===== config.mk =====
export PLATFORM = sky130hd
export DESIGN_NAME = frame_read_scheduler_flat
export DESIGN_NICKNAME = d
export VERILOG_FILES = /design/src/rtl/frame_read_scheduler_if.sv /design/src/rtl/frame_read_scheduler.sv /design/src/flat_wrapper.sv
export SDC_FILE = /design/constraint.sdc
export NUM_CORES = 1
export LEC_CHECK = 0
export CORE_UTILIZATION = 53
export CTS_CLUSTER_SIZE = 16
export DETAILED_ROUTE_END_ITERATION = 6
export GPL_ROUTABILITY_DRIVEN = 0
export HOLD_SLACK_MARGIN = 0.06
export PLACE_DENSITY = 0.77
export REMOVE_ABC_BUFFERS = 1
export SETUP_SLACK_MARGIN = 0.3
export SYNTH_ARGS = -nofsm -noshare
export SYNTH_HDL_FRONTEND = slang
export SYNTH_SLANG_ARGS = --single-unit
export TNS_END_PERCENT = 50

===== constraint.sdc =====
create_clock -name sys_clk -period 11.6 [get_ports sys_clk]
set_input_delay 2.32 -clock sys_clk [delete_from_list [all_inputs] [get_ports sys_clk]]
set_output_delay 2.32 -clock sys_clk [all_outputs]
set_load 0.005 [all_outputs]

===== src/rtl/frame_read_scheduler_if.sv =====
// Bus bundle between the frame read scheduler, its descriptor source and the read-frame consumer.
// Slave is the scheduler side; master is the source/consumer side.
interface frame_read_scheduler_if #(
  parameter int PORTS     = 4,
  parameter int LEN_WIDTH = 16,
  parameter int TAG_WIDTH = 8
);
  logic [PORTS-1:0]           desc_wr;
  logic [PORTS*LEN_WIDTH-1:0] desc_len;
  logic [PORTS*TAG_WIDTH-1:0] desc_tag;
  logic [PORTS-1:0]           desc_full;
  logic [PORTS-1:0]           desc_ovf;
  logic                       rd_ready;
  logic [PORTS-1:0]           read_frame_enb;
  logic [PORTS-1:0]           read_frame_sop;
  logic [PORTS-1:0]           read_frame_eop;
  logic [PORTS*LEN_WIDTH-1:0] read_frame_len;
  logic [PORTS*TAG_WIDTH-1:0] read_frame_tag;
  logic                       err_zero_len;

  modport master (
    output desc_wr, desc_len, desc_tag, rd_ready,
    input  desc_full, desc_ovf, read_frame_enb, read_frame_sop, read_frame_eop,
           read_frame_len, read_frame_tag, err_zero_len
  );

  modport slave (
    input  desc_wr, desc_len, desc_tag, rd_ready,
    output desc_full, desc_ovf, read_frame_enb, read_frame_sop, read_frame_eop,
           read_frame_len, read_frame_tag, err_zero_len
  );
endinterface


===== src/rtl/frame_read_scheduler.sv =====
// Read-side scheduler for the multi-port frame FIFO: per-port descriptor queues, round-robin grant,
// and one-hot beat strobes with sop/eop/len/tag for the granted frame.
module frame_read_scheduler #(
  parameter int FRAME_DATA_WIDTH = 1024,
  parameter int PORTS            = 4,
  parameter int LEN_WIDTH        = 16,
  parameter int TAG_WIDTH        = 8,
  parameter int DESC_DEPTH       = 4
) (
  input  logic                  sys_clk,
  input  logic                  sys_rst_n,
  frame_read_scheduler_if.slave bus
);
  localparam int BYTES = FRAME_DATA_WIDTH / 8;
  localparam int BSH   = $clog2(BYTES);
  localparam int AW    = $clog2(DESC_DEPTH);
  localparam int PW    = (PORTS > 1) ? $clog2(PORTS) : 1;
  localparam logic [LEN_WIDTH:0] ROUND_UP  = (LEN_WIDTH+1)'(BYTES - 1);
  localparam logic [LEN_WIDTH:0] ONE_BEAT  = (LEN_WIDTH+1)'(1);
  localparam logic [AW:0]        DEPTH_CNT = (AW+1)'(DESC_DEPTH);

  typedef enum logic {IDLE, XFER} state_t;

  typedef struct packed {
    logic [LEN_WIDTH-1:0] len;
    logic [TAG_WIDTH-1:0] tag;
  } desc_t;

  desc_t              mem    [PORTS][DESC_DEPTH];
  logic [AW-1:0]      wr_ptr [PORTS];
  logic [AW-1:0]      rd_ptr [PORTS];
  logic [AW:0]        count  [PORTS];
  logic [PORTS-1:0]   full, nonempty, push, pop, ovf_q;

  state_t             state_q, state_d;
  logic [PW-1:0]      rr_q, port_q, grant_port;
  logic               grant_valid;
  desc_t              head;
  logic [LEN_WIDTH:0] head_beats, beats_q;
  logic [LEN_WIDTH-1:0] len_q;
  logic [TAG_WIDTH-1:0] tag_q;
  logic               first_q, err_q, last_beat, beat;

  always_comb begin
    for (int i = 0; i < PORTS; i++) begin
      full[i]     = (count[i] == DEPTH_CNT);
      nonempty[i] = (count[i] != '0);
      push[i]     = bus.desc_wr[i] && !full[i];
    end
  end

  // NOTE: every always_comb output gets a default first, so no path leaves it unassigned (no latch).
  always_comb begin
    grant_valid = 1'b0;
    grant_port  = '0;
    for (int k = 1; k <= PORTS; k++) begin
      if (!grant_valid && nonempty[(int'(rr_q) + k) % PORTS]) begin
        grant_valid = 1'b1;
        grant_port  = PW'((int'(rr_q) + k) % PORTS);
      end
    end
  end

  always_comb begin
    for (int i = 0; i < PORTS; i++) begin
      pop[i] = (state_q == IDLE) && grant_valid && (grant_port == PW'(i));
    end
  end

  assign head       = mem[grant_port][rd_ptr[grant_port]];
  // One extra bit keeps ceil(len/BYTES) exact for len = 2^LEN_WIDTH-1.
  assign head_beats = ({1'b0, head.len} + ROUND_UP) >> BSH;
  assign last_beat  = (beats_q == ONE_BEAT);
  assign beat       = (state_q == XFER) && bus.rd_ready;

  // NOTE: descriptor storage has no reset; count/pointers define validity, so stale contents are never read.
  always_ff @(posedge sys_clk) begin
    for (int i = 0; i < PORTS; i++) begin
      if (push[i]) begin
        mem[i][wr_ptr[i]] <= {bus.desc_len[i*LEN_WIDTH +: LEN_WIDTH], bus.desc_tag[i*TAG_WIDTH +: TAG_WIDTH]};
      end
    end
  end

  // NOTE: sequential state uses non-blocking assignments only, so every flop samples pre-edge values.
  always_ff @(posedge sys_clk or negedge sys_rst_n) begin
    if (!sys_rst_n) begin
      for (int i = 0; i < PORTS; i++) begin
        wr_ptr[i] <= '0;
        rd_ptr[i] <= '0;
        count[i]  <= '0;
      end
      ovf_q <= '0;
    end else begin
      for (int i = 0; i < PORTS; i++) begin
        if (push[i]) wr_ptr[i] <= wr_ptr[i] + 1'b1;
        if (pop[i])  rd_ptr[i] <= rd_ptr[i] + 1'b1;
        if (push[i] && !pop[i])      count[i] <= count[i] + 1'b1;
        else if (pop[i] && !push[i]) count[i] <= count[i] - 1'b1;
      end
      ovf_q <= ovf_q | (bus.desc_wr & full);
    end
  end

  always_comb begin
    state_d = state_q;
    case (state_q)
      IDLE:    if (grant_valid && head.len != '0) state_d = XFER;
      XFER:    if (beat && last_beat) state_d = IDLE;
      default: state_d = IDLE;
    endcase
  end

  always_ff @(posedge sys_clk or negedge sys_rst_n) begin
    if (!sys_rst_n) begin
      state_q <= IDLE;
      rr_q    <= PW'(PORTS - 1);
      port_q  <= '0;
      len_q   <= '0;
      tag_q   <= '0;
      beats_q <= '0;
      first_q <= 1'b0;
      err_q   <= 1'b0;
    end else begin
      state_q <= state_d;
      err_q   <= (state_q == IDLE) && grant_valid && (head.len == '0);
      if (state_q == IDLE && grant_valid) begin
        port_q  <= grant_port;
        rr_q    <= grant_port;
        len_q   <= head.len;
        tag_q   <= head.tag;
        beats_q <= head_beats;
        first_q <= 1'b1;
      end else if (beat) begin
        beats_q <= beats_q - ONE_BEAT;
        first_q <= 1'b0;
      end
    end
  end

  always_comb begin
    bus.read_frame_enb = '0;
    bus.read_frame_sop = '0;
    bus.read_frame_eop = '0;
    bus.read_frame_len = '0;
    bus.read_frame_tag = '0;
    if (state_q == XFER) begin
      bus.read_frame_enb[port_q] = bus.rd_ready;
      bus.read_frame_sop[port_q] = bus.rd_ready && first_q;
      bus.read_frame_eop[port_q] = bus.rd_ready && last_beat;
      bus.read_frame_len[int'(port_q)*LEN_WIDTH +: LEN_WIDTH] = len_q;
      bus.read_frame_tag[int'(port_q)*TAG_WIDTH +: TAG_WIDTH] = tag_q;
    end
  end

  assign bus.desc_full    = full;
  assign bus.desc_ovf     = ovf_q;
  assign bus.err_zero_len = err_q;
endmodule


===== src/flat_wrapper.sv =====
// flat-port wrapper written by rule: the top's interface ports become plain ports
module frame_read_scheduler_flat 
#(
  parameter int FRAME_DATA_WIDTH = 1024,
  parameter int PORTS            = 4,
  parameter int LEN_WIDTH        = 16,
  parameter int TAG_WIDTH        = 8,
  parameter int DESC_DEPTH       = 4
)
  (sys_clk, sys_rst_n, bus_desc_wr, bus_desc_len, bus_desc_tag, bus_rd_ready, bus_desc_full, bus_desc_ovf, bus_read_frame_enb, bus_read_frame_sop, bus_read_frame_eop, bus_read_frame_len, bus_read_frame_tag, bus_err_zero_len);
  frame_read_scheduler_if #(.PORTS(PORTS), .LEN_WIDTH(LEN_WIDTH), .TAG_WIDTH(TAG_WIDTH)) bus_i ();
  input  logic sys_clk;
  input  logic sys_rst_n;
  input wire logic [$bits(bus_i.desc_wr)-1:0] bus_desc_wr;
  input wire logic [$bits(bus_i.desc_len)-1:0] bus_desc_len;
  input wire logic [$bits(bus_i.desc_tag)-1:0] bus_desc_tag;
  input wire logic [$bits(bus_i.rd_ready)-1:0] bus_rd_ready;
  output wire logic [$bits(bus_i.desc_full)-1:0] bus_desc_full;
  output wire logic [$bits(bus_i.desc_ovf)-1:0] bus_desc_ovf;
  output wire logic [$bits(bus_i.read_frame_enb)-1:0] bus_read_frame_enb;
  output wire logic [$bits(bus_i.read_frame_sop)-1:0] bus_read_frame_sop;
  output wire logic [$bits(bus_i.read_frame_eop)-1:0] bus_read_frame_eop;
  output wire logic [$bits(bus_i.read_frame_len)-1:0] bus_read_frame_len;
  output wire logic [$bits(bus_i.read_frame_tag)-1:0] bus_read_frame_tag;
  output wire logic [$bits(bus_i.err_zero_len)-1:0] bus_err_zero_len;
  assign bus_i.desc_wr = bus_desc_wr;
  assign bus_i.desc_len = bus_desc_len;
  assign bus_i.desc_tag = bus_desc_tag;
  assign bus_i.rd_ready = bus_rd_ready;
  assign bus_desc_full = bus_i.desc_full;
  assign bus_desc_ovf = bus_i.desc_ovf;
  assign bus_read_frame_enb = bus_i.read_frame_enb;
  assign bus_read_frame_sop = bus_i.read_frame_sop;
  assign bus_read_frame_eop = bus_i.read_frame_eop;
  assign bus_read_frame_len = bus_i.read_frame_len;
  assign bus_read_frame_tag = bus_i.read_frame_tag;
  assign bus_err_zero_len = bus_i.err_zero_len;
  frame_read_scheduler #(.FRAME_DATA_WIDTH(FRAME_DATA_WIDTH), .PORTS(PORTS), .LEN_WIDTH(LEN_WIDTH), .TAG_WIDTH(TAG_WIDTH), .DESC_DEPTH(DESC_DEPTH)) u_core (.sys_clk(sys_clk), .sys_rst_n(sys_rst_n), .bus(bus_i));
endmodule

==> impl_metrics.json, run 1 <==
{
  "die_area_um2": 38700,
  "ir_drop_uv": 218,
  "die-height_um": 197,
  "fin_skew_ps": 26.5,
  "antenna_found_initial": 13,
  "fin_crit_sh_pct": 52.3,
  "fin_setup_tns_ps": 0,
  "synthMuxAreaShare_pct": 4.79,
  "synth.top_cell.area_share_pct": 57.4,
  "clock-sinks": 464,
  "root_buffer": "clkbuf_16",
  "crit_fanout": 7,
  "hold_path_end": "u_core.bus.desc_ovf[0]",
  "reg2reg_depth": 14,
  "clock.fmax_mhz": 165,
  "use_met2_pct": 45.1,
  "syn_area_per_cell_um2": 13.8,
  "critPathLaunchType": "primary input",
  "setup_viol": 0,
  "final_nets": 1793,
  "overflow": 0,
  "yosys.area_share.simple_pct": 12.0,
  "yosys.area_share.adder_pct": 2.08,
  "clockBufferDepth": 3,
  "pwr_density_cell_nw_per_um2": 272,
  "hold_path_depth": 1,
  "synth_most_common_cell": "edfxtp_1",
  "rr_startpoint": "u_core.count[0]",
  "ant_nets": 0,
  "synthTopCellsByArea": "edfxtp_1 57%, dfrtp_1 9.7%, and2_1 4.7%, a211oi_1 3.9%, mux2i_1 3.8%",
  "slew-limit-headroom_pct": 19.9,
  "via_per_inst": 5.92,
  "grtUsageTotal_pct": 26.3,
  "synth_compound_area_share_pct": 10.1,
  "wl_um": 50100,
  "portBuffers": 219,
  "start_util_pct": 54.4,
  "h-tree-depth": 2,
  "synth_area_leader_cell": "edfxtp_1",
  "synth_ff_type": "edfxtp_1",
  "rsz0062_at_grt": "false",
  "min-delay-start": "u_core.bus.desc_ovf[0]",
  "synth_top_family_by_area": "simple AND/OR/NAND/NOR gates",
  "async_reset_ff_share_pct": 17.2,
  "met3_usage_pct": 5.10,
  "grt_pass1_wl_um": 76000,
  "grt_use_met1_pct": 33.6,
  "cts_buffers": 46,
  "stdcell_count": 2204,
  "dieWidth_um": 197,
  "status": "finished clean",
  "rows": 70,
  "required_ps": 9280,
  "cts_hold_buffers": 0,
  "drc": 0,
  "cts_tree": "built",
  "syn_inst": 1452,
  "slew_violations": 0,
  "synth_xor_area_share_pct": 1.39,
  "final_layout_size_suffix_gt1_share_pct": 7.73,
  "hold_viol_final": 0,
  "synth-edff-count": 384,
  "worstSkewPairLatency_ps": 560,
  "synth_cell_type_count": 57,
  "vias": 13100,
  "synth_area_um2": 20100,
  "clk_pin_slew_ps": 60,
  "path_class": "primary input to primary output",
  "ctsResizeCount": 0,
  "pin_count": 220,
  "yosys_warnings": 0,
  "dp.cells": 2115,
  "synth_seq_cells": 464,
  "top_usage_layer": "met2",
  "cellLeakagePower_nw": 8.26,
  "period_needed_ps": 6070,
  "syn_to_final_growth_pct": 21.0,
  "r2r_slack_ps": 5910,
  "grt_max_degree": 115,
  "hpwl_um": 30600,
  "wl_per_cell_um": 22.7,
  "hold_class": "flip-flop to flip-flop",
  "endpoint_kind": "primary output",
  "core_area_um2": 37000,
  "grt_pass1_vias": 13100,
  "tightest_slew_ps": 1200,
  "post_cts_buffers": 0,
  "drt-pass1-iter-count": 5,
  "drt_iter0_markers": 1180,
  "cp.arrival_ps": 3750,
  "maxCapViolCount": 0,
  "synthTopCellsByCount": "384 x edfxtp_1, 150 x and2_1, 124 x nand2_1",
  "seq_area_frac_synth_pct": 67.3,
  "regToRegEndpoint": "u_core.beats_q[8]"
}
through the flow:
stage	util [%]	hold WS (ps)	total power, mW	area, um^2	worst slack (ps)
after CTS	65.8	463	6.61	24300	5500
after global placement	61.9	443	5.08	22900	5570
after floorplan	-	442	4.08	19700	267
final	65.8	455	6.61	24300	5530
after global routing	65.8	490	6.96	24300	5420
after detailed placement	61.9	449	5.17	22900	5510
worst max-delay path by stage:
stage,from,endpoint,slack (ps),cells past startpoint
final,bus_rd_ready,bus_read_frame_eop[1],5530,4
after global routing,bus_rd_ready,bus_read_frame_eop[1],5420,4
after CTS,bus_rd_ready,bus_read_frame_eop[1],5500,4
after detailed placement,bus_rd_ready,bus_read_frame_eop[1],5510,4
after global placement,bus_rd_ready,bus_read_frame_eop[2],5570,4
after floorplan,u_core.count[0],u_core.beats_q[8],270,11
flip-flops by register name, summed over array words and instances (netlist names), 4 cells and up:
register	count
u_core.beats_q	17
u_core.bus.desc_ovf	4
u_core.count	12
u_core.len_q	16
u_core.mem	384
u_core.rd_ptr	8
u_core.tag_q	8
u_core.wr_ptr	8
cells in the final DEF, fill, tap and decap left out, drive strengths merged, types with 6 or more instances in the layout:
master,n
edfxtp,384
clkdlybuf4s50,218
and2,150
nand2,124
a211oi,105
dfrtp,78
mux2i,77
clkbuf,66
nor2b,62
a2111oi,49
buf,37
o21ai,35
ha,27
nor2,24
inv,22
xnor2,21
a31oi,21
nor4,16
a311oi,16
mux2,15
nand3,13
a21oi,11
o31ai,11
xor2,11
nor3,11
clkinv,11
nand4,9
and3,7
a21o,6
or3,6
cell families after synthesis:
family / Yosys count
DFF: 464
and+or+nand+nor: 440
muxes: 93
buffers and inverters: 117
xor gates and xnor gates: 32
AOI/OAI and AO/OA: 275
adders and majority gates: 31
layout make-up:
| cell class | instances | area [um^2] |
|---|---|---|
| Sequential cell | 464 | 13500 |
| Clock inverter | 18 | 166 |
| Antenna cell | 5 | 12.5 |
| Timing Repair Buffer | 255 | 2460 |
| Multi-Input combinational cell | 871 | 6160 |
| Fill cell | 2613 | 12600 |
| Clock buffer | 66 | 1280 |
| Tap cell | 504 | 631 |
| Inverter | 21 | 78.8 |
routing by layer:
metal  up-vias  part of all wire, %
met5         -                 0.18
met4        14                  2.8
met3       125                  9.3
met2       649                   49
met1      6341                   38
li1       5921                    -
critical path, cell delays in order:
cell and delay (ps):
clkdlybuf4s50_1 560, and3_1 220, nor2b_1 140, clkdlybuf4s50_1 520
power breakdown:
group	total, mW	internal [mW]	leakage, nW	switching (mW)
Combinational	2.75	0.974	3.10	1.77
Clock	1.43	0.831	0.691	0.597
Sequential	2.44	2.23	4.47	0.214
Total	6.61	4.03	8.26	2.58
(Power assumes the default switching activity.)
==> run 2: changes to the inputs <==
==> constraint.sdc (replaced) <==
create_clock -name sys_clk -period 5.95 [get_ports sys_clk]
set_input_delay 1.19 -clock sys_clk [delete_from_list [all_inputs] [get_ports sys_clk]]
set_output_delay 1.19 -clock sys_clk [all_outputs]
set_load 0.005 [all_outputs]
==> run 2 against run 1 <==
  * Largest power group unchanged
  * Via count rose by 1.4%
  * Worst hold slack about the same
  * Clock power increased by 97%
  * Critical path type is now flip-flop to flip-flop
  * Critical path depth rose by 8
  * Die area stayed put
  * Global-route usage grew 0.21 points
  * Critical endpoint is now u_core.state_q
  * Core utilization is essentially flat
  * Combinational power rose by 91%
  * Highest routed layer is now met4
  * First-iteration DRC count rose by 21%
  * Final cell count down 0.45%
  * Register-to-register slack got worse by 4900 ps
==> impl_metrics.json, run 2 (synthesized netlist as in run 1, its figures left out) <==
{
  "status": "finished clean",
  "cp.arrival_ps": 5380,
  "tightest_slew_ps": 1270,
  "final_nets": 1786,
  "power.internal_mw": 7.78,
  "wl_per_cell_um": 23.3,
  "die-height_um": 197,
  "layout_common_cells": "384 x edfxtp_1, 218 x clkdlybuf4s50_1, 150 x and2_1, 124 x nand2_1, 104 x a211oi_1",
  "worstSkewPairLatency_ps": 560,
  "path_class": "flip-flop to flip-flop",
  "maxCapViolCount": 0,
  "wl_um": 51100,
  "layout_commonest_cell": "edfxtp_1",
  "grt_max_degree": 192,
  "clock.fmax_mhz": 202,
  "largest_reg_flops": 384,
  "pin_count": 220,
  "pre_cts_slack_ps": 1140,
  "period_needed_ps": 4950,
  "ant_nets": 0,
  "slew_violations": 0,
  "slowest_delay_ps": 780,
  "fin_skew_ps": 12.1,
  "overflow": 0,
  "post_cts_buffers": 0,
  "path_cells": "nor3_4 > a21oi_1 > a2111oi_4 > mux2i_1 > mux2_2 > buf_4 > a2111oi_0 > nor4_1 > nand4_1 > nor4_1 > nand4_1 > a22o_1",
  "cpMaxStageDelayCell": "mux2_2",
  "hold_class": "flip-flop to flip-flop",
  "core_area_um2": 37000,
  "pwr-share-comb_pct": 40.9,
  "grt_pass1_vias": 13200,
  "setup_viol": 0,
  "pwr_density_cell_nw_per_um2": 529,
  "ir_drop_uv": 1060,
  "critPathLaunchType": "flip-flop",
  "cellLeakagePower_nw": 8.28,
  "power_switching_mw": 5.09,
  "crit_fanout": 29,
  "rows": 70,
  "cts_hold_buffers": 0,
  "num_antenna_cells": 0,
  "start_util_pct": 54.4,
  "clock_power_share_pct": 21.9,
  "grt_pass1_wl_um": 76600,
  "clock-sinks": 464,
  "rr_startpoint": "u_core.count[9]",
  "seqPwrFrac_pct": 37.2,
  "worst_slack_ps": 1000,
  "portBuffers": 219,
  "required_ps": 6390,
  "root_buffer": "clkbuf_16",
  "antenna_found_initial": 2,
  "dieWidth_um": 197,
  "drt-pass1-iter-count": 6,
  "via_per_inst": 6.03,
  "clk_pin_slew_ps": 60,
  "die_area_um2": 38700,
  "grtUsageTotal_pct": 26.5,
  "ctsResizeCount": 0,
  "drc": 0,
  "cts_tree": "built",
  "endpoint_kind": "flip-flop",
  "final_layout_size_suffix_gt1_share_pct": 7.87,
  "hold-worst-slack_ps": 454,
  "fin_crit_sh_pct": 83.2,
  "min-delay-start": "u_core.bus.desc_ovf[2]",
  "syn_to_final_growth_pct": 20.9,
  "drt_iter0_markers": 1422,
  "rsz0062_at_grt": "false",
  "switching_share_pct": 39.6,
  "slew-limit-headroom_pct": 15.4,
  "cts_buffers": 46,
  "hpwl_um": 30600,
  "hold_viol_final": 0,
  "worstSetupStartpoint": "u_core.count[9]",
  "h-tree-depth": 2,
  "vias": 13200,
  "clockBufferDepth": 3
}
==> run 2: cell count changes in the layout (fill, tap and decap cells not counted), sizes merged <==
cell	before	now
bufinv	3	2
clkinvlp	3	0
diode	5	0
buf	37	30
inv	22	23
clkinv	11	15
clkbuf	66	67
==> run 2: metal layers <==
metal | track usage (%) | share of wire [%] | up-vias
met5 | 0 | 0 | -
met4 | 9.62 | 3.3 | 0
met3 | 3.94 | 9.7 | 125
met2 | 44.2 | 48 | 732
met1 | 35.5 | 39 | 6474
li1 | - | - | 5903
==> run 2: stage by stage <==
step	power (mW)	std cells	utilization [%]	area (um^2)	setup TNS, ps
2_1_floorplan	7.72	1356	-	19700	-175460
3_3_place_gp	9.76	2108	61.8	22800	0
3_5_place_dp	9.97	2108	61.8	22800	0
4_1_cts	12.8	2194	65.8	24300	0
5_1_grt	13.5	2194	65.8	24300	0
6_report	12.9	2194	65.8	24300	0
==> run 2: final cells by class <==
cell class              instances  area (um^2)
clock buffers                  67         1320
clock inverters                19          159
fillers                      2620        12700
inverters                      21         78.8
multi-input cells             871         6160
flip-flops and latches        464        13500
well taps                     504          631
repair buffers                248         2420
==> run 2: worst max-delay path: cells and delay by family (launching register included) <==
family          cells  cell delay [ps]
buf+inv             1              310
compound gates      4             1020
simple gates        5             1880
flops               1              460
mux                 2             1140
==> run 2: power groups by stage <==
stage          Combinational (mW)  Clock, mW  Sequential, mW
2_1_floorplan                3.00          0            4.71
3_3_place_gp                 4.98          0            4.78
3_5_place_dp                 5.14          0            4.83
4_1_cts                      5.21       2.84            4.77
5_1_grt                      5.64       2.97            4.86
6_report                     5.26       2.82            4.78
==> run 2: path summary, 6_finish.rpt <==
| path | slack [ps] | cells past startpoint | to |
|---|---|---|---|
| max in group asynchronous | 4270 | 2 | u_core.rd_ptr[5] |
| min in group asynchronous | 530 | 1 | u_core.bus.desc_ovf[2] |
| worst min register to register | 450 | 1 | u_core.bus.desc_ovf[2] |
| worst max-delay path | 1000 | 12 | u_core.state_q |
| worst min-delay path | 450 | 1 | u_core.bus.desc_ovf[2] |
| worst max register to register | 1000 | 12 | u_core.state_q |
==> run 3: changes to the inputs <==
==> constraint.sdc (replaced) <==
create_clock -name sys_clk -period 5.1 [get_ports sys_clk]
set_input_delay 1.02 -clock sys_clk [delete_from_list [all_inputs] [get_ports sys_clk]]
set_output_delay 1.02 -clock sys_clk [all_outputs]
set_load 0.005 [all_outputs]
==> run 3 against run 2 <==
  * Clock skew grew 9.2 ps
  * Worst hold slack worse by 54 ps
  * Critical path depth is 2 higher
  * Sequential share of layout area decreased by 0.60 points
  * Clock power up 18%
  * Largest power group unchanged
==> impl_metrics.json, run 3 (synthesized netlist as in run 1, its figures left out) <==
{
  "via_per_inst": 6.02,
  "grt_pass1_vias": 13100,
  "cts_hold_buffers": 0,
  "hold_viol_final": 0,
  "ant_nets": 0,
  "root_buffer": "clkbuf_16",
  "clock-sinks": 464,
  "portBuffers": 219,
  "grtUsageTotal_pct": 26.5,
  "ir_drop_uv": 453,
  "cp.arrival_ps": 5060,
  "total_power_mw": 15.5,
  "required_ps": 5540,
  "largest_reg_flops": 384,
  "overflow": 0,
  "layout_commonest_cell": "edfxtp_1",
  "setup_viol": 0,
  "cp_common_cell": "buf_4",
  "fillers": 2584,
  "final_layout_size_suffix_gt1_share_pct": 9.09,
  "start_util_pct": 54.4,
  "endpoint_kind": "flip-flop",
  "wl_um": 52000,
  "period_needed_ps": 4630,
  "h-tree-depth": 2,
  "stdcell_count": 2220,
  "path_cells": "or3_1 > a211oi_1 > a2111oi_4 > buf_4 > mux2i_4 > mux2_4 > buf_4 > a2111oi_0 > nor4_1 > buf_4 > or3_1 > or3_4 > or4_1 > and3_1",
  "antenna_found_initial": 4,
  "dp.cells": 2127,
  "syn_to_final_growth_pct": 22.2,
  "hold_class": "primary input to async pin",
  "pwr_density_cell_nw_per_um2": 633,
  "num_antenna_cells": 0,
  "crit_fanout": 21,
  "clockBufferDepth": 3,
  "die-height_um": 197,
  "dieWidth_um": 197,
  "maxCapViolCount": 0,
  "slew-limit-headroom_pct": 26.4,
  "drc": 0,
  "clock.fmax_mhz": 216,
  "slowest_delay_ps": 520,
  "hpwl_um": 32200,
  "cts_tree": "built",
  "status": "finished clean",
  "tightest_slew_ps": 1100,
  "die_area_um2": 38700,
  "path_class": "flip-flop to flip-flop",
  "core_area_um2": 37000,
  "worstSkewPairLatency_ps": 560,
  "rsz0062_at_grt": "false",
  "critPathLaunchType": "flip-flop",
  "grt_max_degree": 153,
  "rows": 70,
  "vias": 13400,
  "clk_pin_slew_ps": 60,
  "slew_violations": 0,
  "final_nets": 1812,
  "cpMaxStageDelayCell": "a211oi_1",
  "cellLeakagePower_nw": 8.39,
  "pin_count": 220,
  "fin_crit_sh_pct": 90.7,
  "drt_iter0_markers": 1171,
  "cts_buffers": 46,
  "wl_per_cell_um": 23.4,
  "layout_common_cells": "384 x edfxtp_1, 218 x clkdlybuf4s50_1, 150 x and2_1, 124 x nand2_1, 104 x a211oi_1",
  "grt_pass1_wl_um": 76700,
  "drt-pass1-iter-count": 5,
  "fin_skew_ps": 21.4
}
[run 3: changes by cell type in the layout (fill, tap and decap cells not counted), moves of 2 or more]
| cell | previous run | this run |
|---|---|---|
| clkbuf_8 | 7 | 4 |
| a2111oi_0 | 46 | 43 |
| clkinvlp_4 | 0 | 3 |
| mux2i_1 | 76 | 74 |
| a2111oi_1 | 2 | 5 |
| mux2i_4 | 1 | 4 |
| clkinv_1 | 4 | 11 |
| buf_4 | 29 | 53 |
| bufinv_16 | 2 | 4 |
| clkinv_2 | 11 | 2 |
[run 3: cell type report]
class	count	area (um^2)	area share, %
timing repair buffer	273	2620	10.6
clock buffer	62	1250	5.09
tap	504	631	2.57
clock inverter	24	236	0.963
multi-input combinational	872	6210	25.3
sequential	464	13500	55.1
inverter	21	78.8	0.321
[run 3: through the flow]
step / setup WS (ps) / area, um^2 / hold slack [ps] / TNS (ps) / utilization [%]
finish: 475 / 24600 / 400 / 0 / 66.5
CTS: 381 / 24500 / 406 / 0 / 66.2
floorplan: -6230 / 19700 / 442 / -224650 / -
global route: 273 / 24600 / 424 / 0 / 66.5
global placement: 589 / 23000 / 443 / 0 / 62.1
detailed placement: 375 / 23000 / 449 / 0 / 62.1
[run 3: what timing repair did]
item,4_1_cts,5_1_grt
buffers inserted,0,5
resized for setup,0,11
setup endpoints to repair,0,10
hold endpoints to repair,0,0
[run 3: path summary, 6_finish.rpt]
kind	start	to	slack (ps)	cells after the start
worst min register to register	u_core.bus.desc_ovf[0]	u_core.bus.desc_ovf[0]	460	1
worst min-delay path	sys_rst_n	u_core.bus.desc_ovf[1]	400	1
worst max register to register	u_core.count[0]	u_core.beats_q[8]	470	14
worst max-delay path	u_core.count[0]	u_core.beats_q[8]	470	14
min in group sys_clk	u_core.bus.desc_ovf[0]	u_core.bus.desc_ovf[0]	460	1
max in group asynchronous	sys_rst_n	u_core.rd_ptr[3]	3600	2
[run 3: power by group]
part / internal, mW / leakage, nW / switching, mW
combinational: 2.45 / 3.20 / 4.17
sequential: 5.06 / 4.47 / 0.536
clock: 1.93 / 0.712 / 1.40
total: 9.44 / 8.39 / 6.10
[run 3: worst max-delay path, delay by kind of cell, from the launching register on]
| family | cells | cell delay, ps |
|---|---|---|
| compound gates | 3 | 1000 |
| mux | 2 | 610 |
| flops | 1 | 440 |
| simple gates | 6 | 1880 |
| buf+inv | 3 | 590 |
[run 3: metal layers]
layer  wire (um)  track usage (%)  share of wire, %
met1       20200             34.7                39
met2       25200             44.8                48
met3        4690             4.31               9.0
met4        1860             9.99               3.6
met5          31                0             0.060
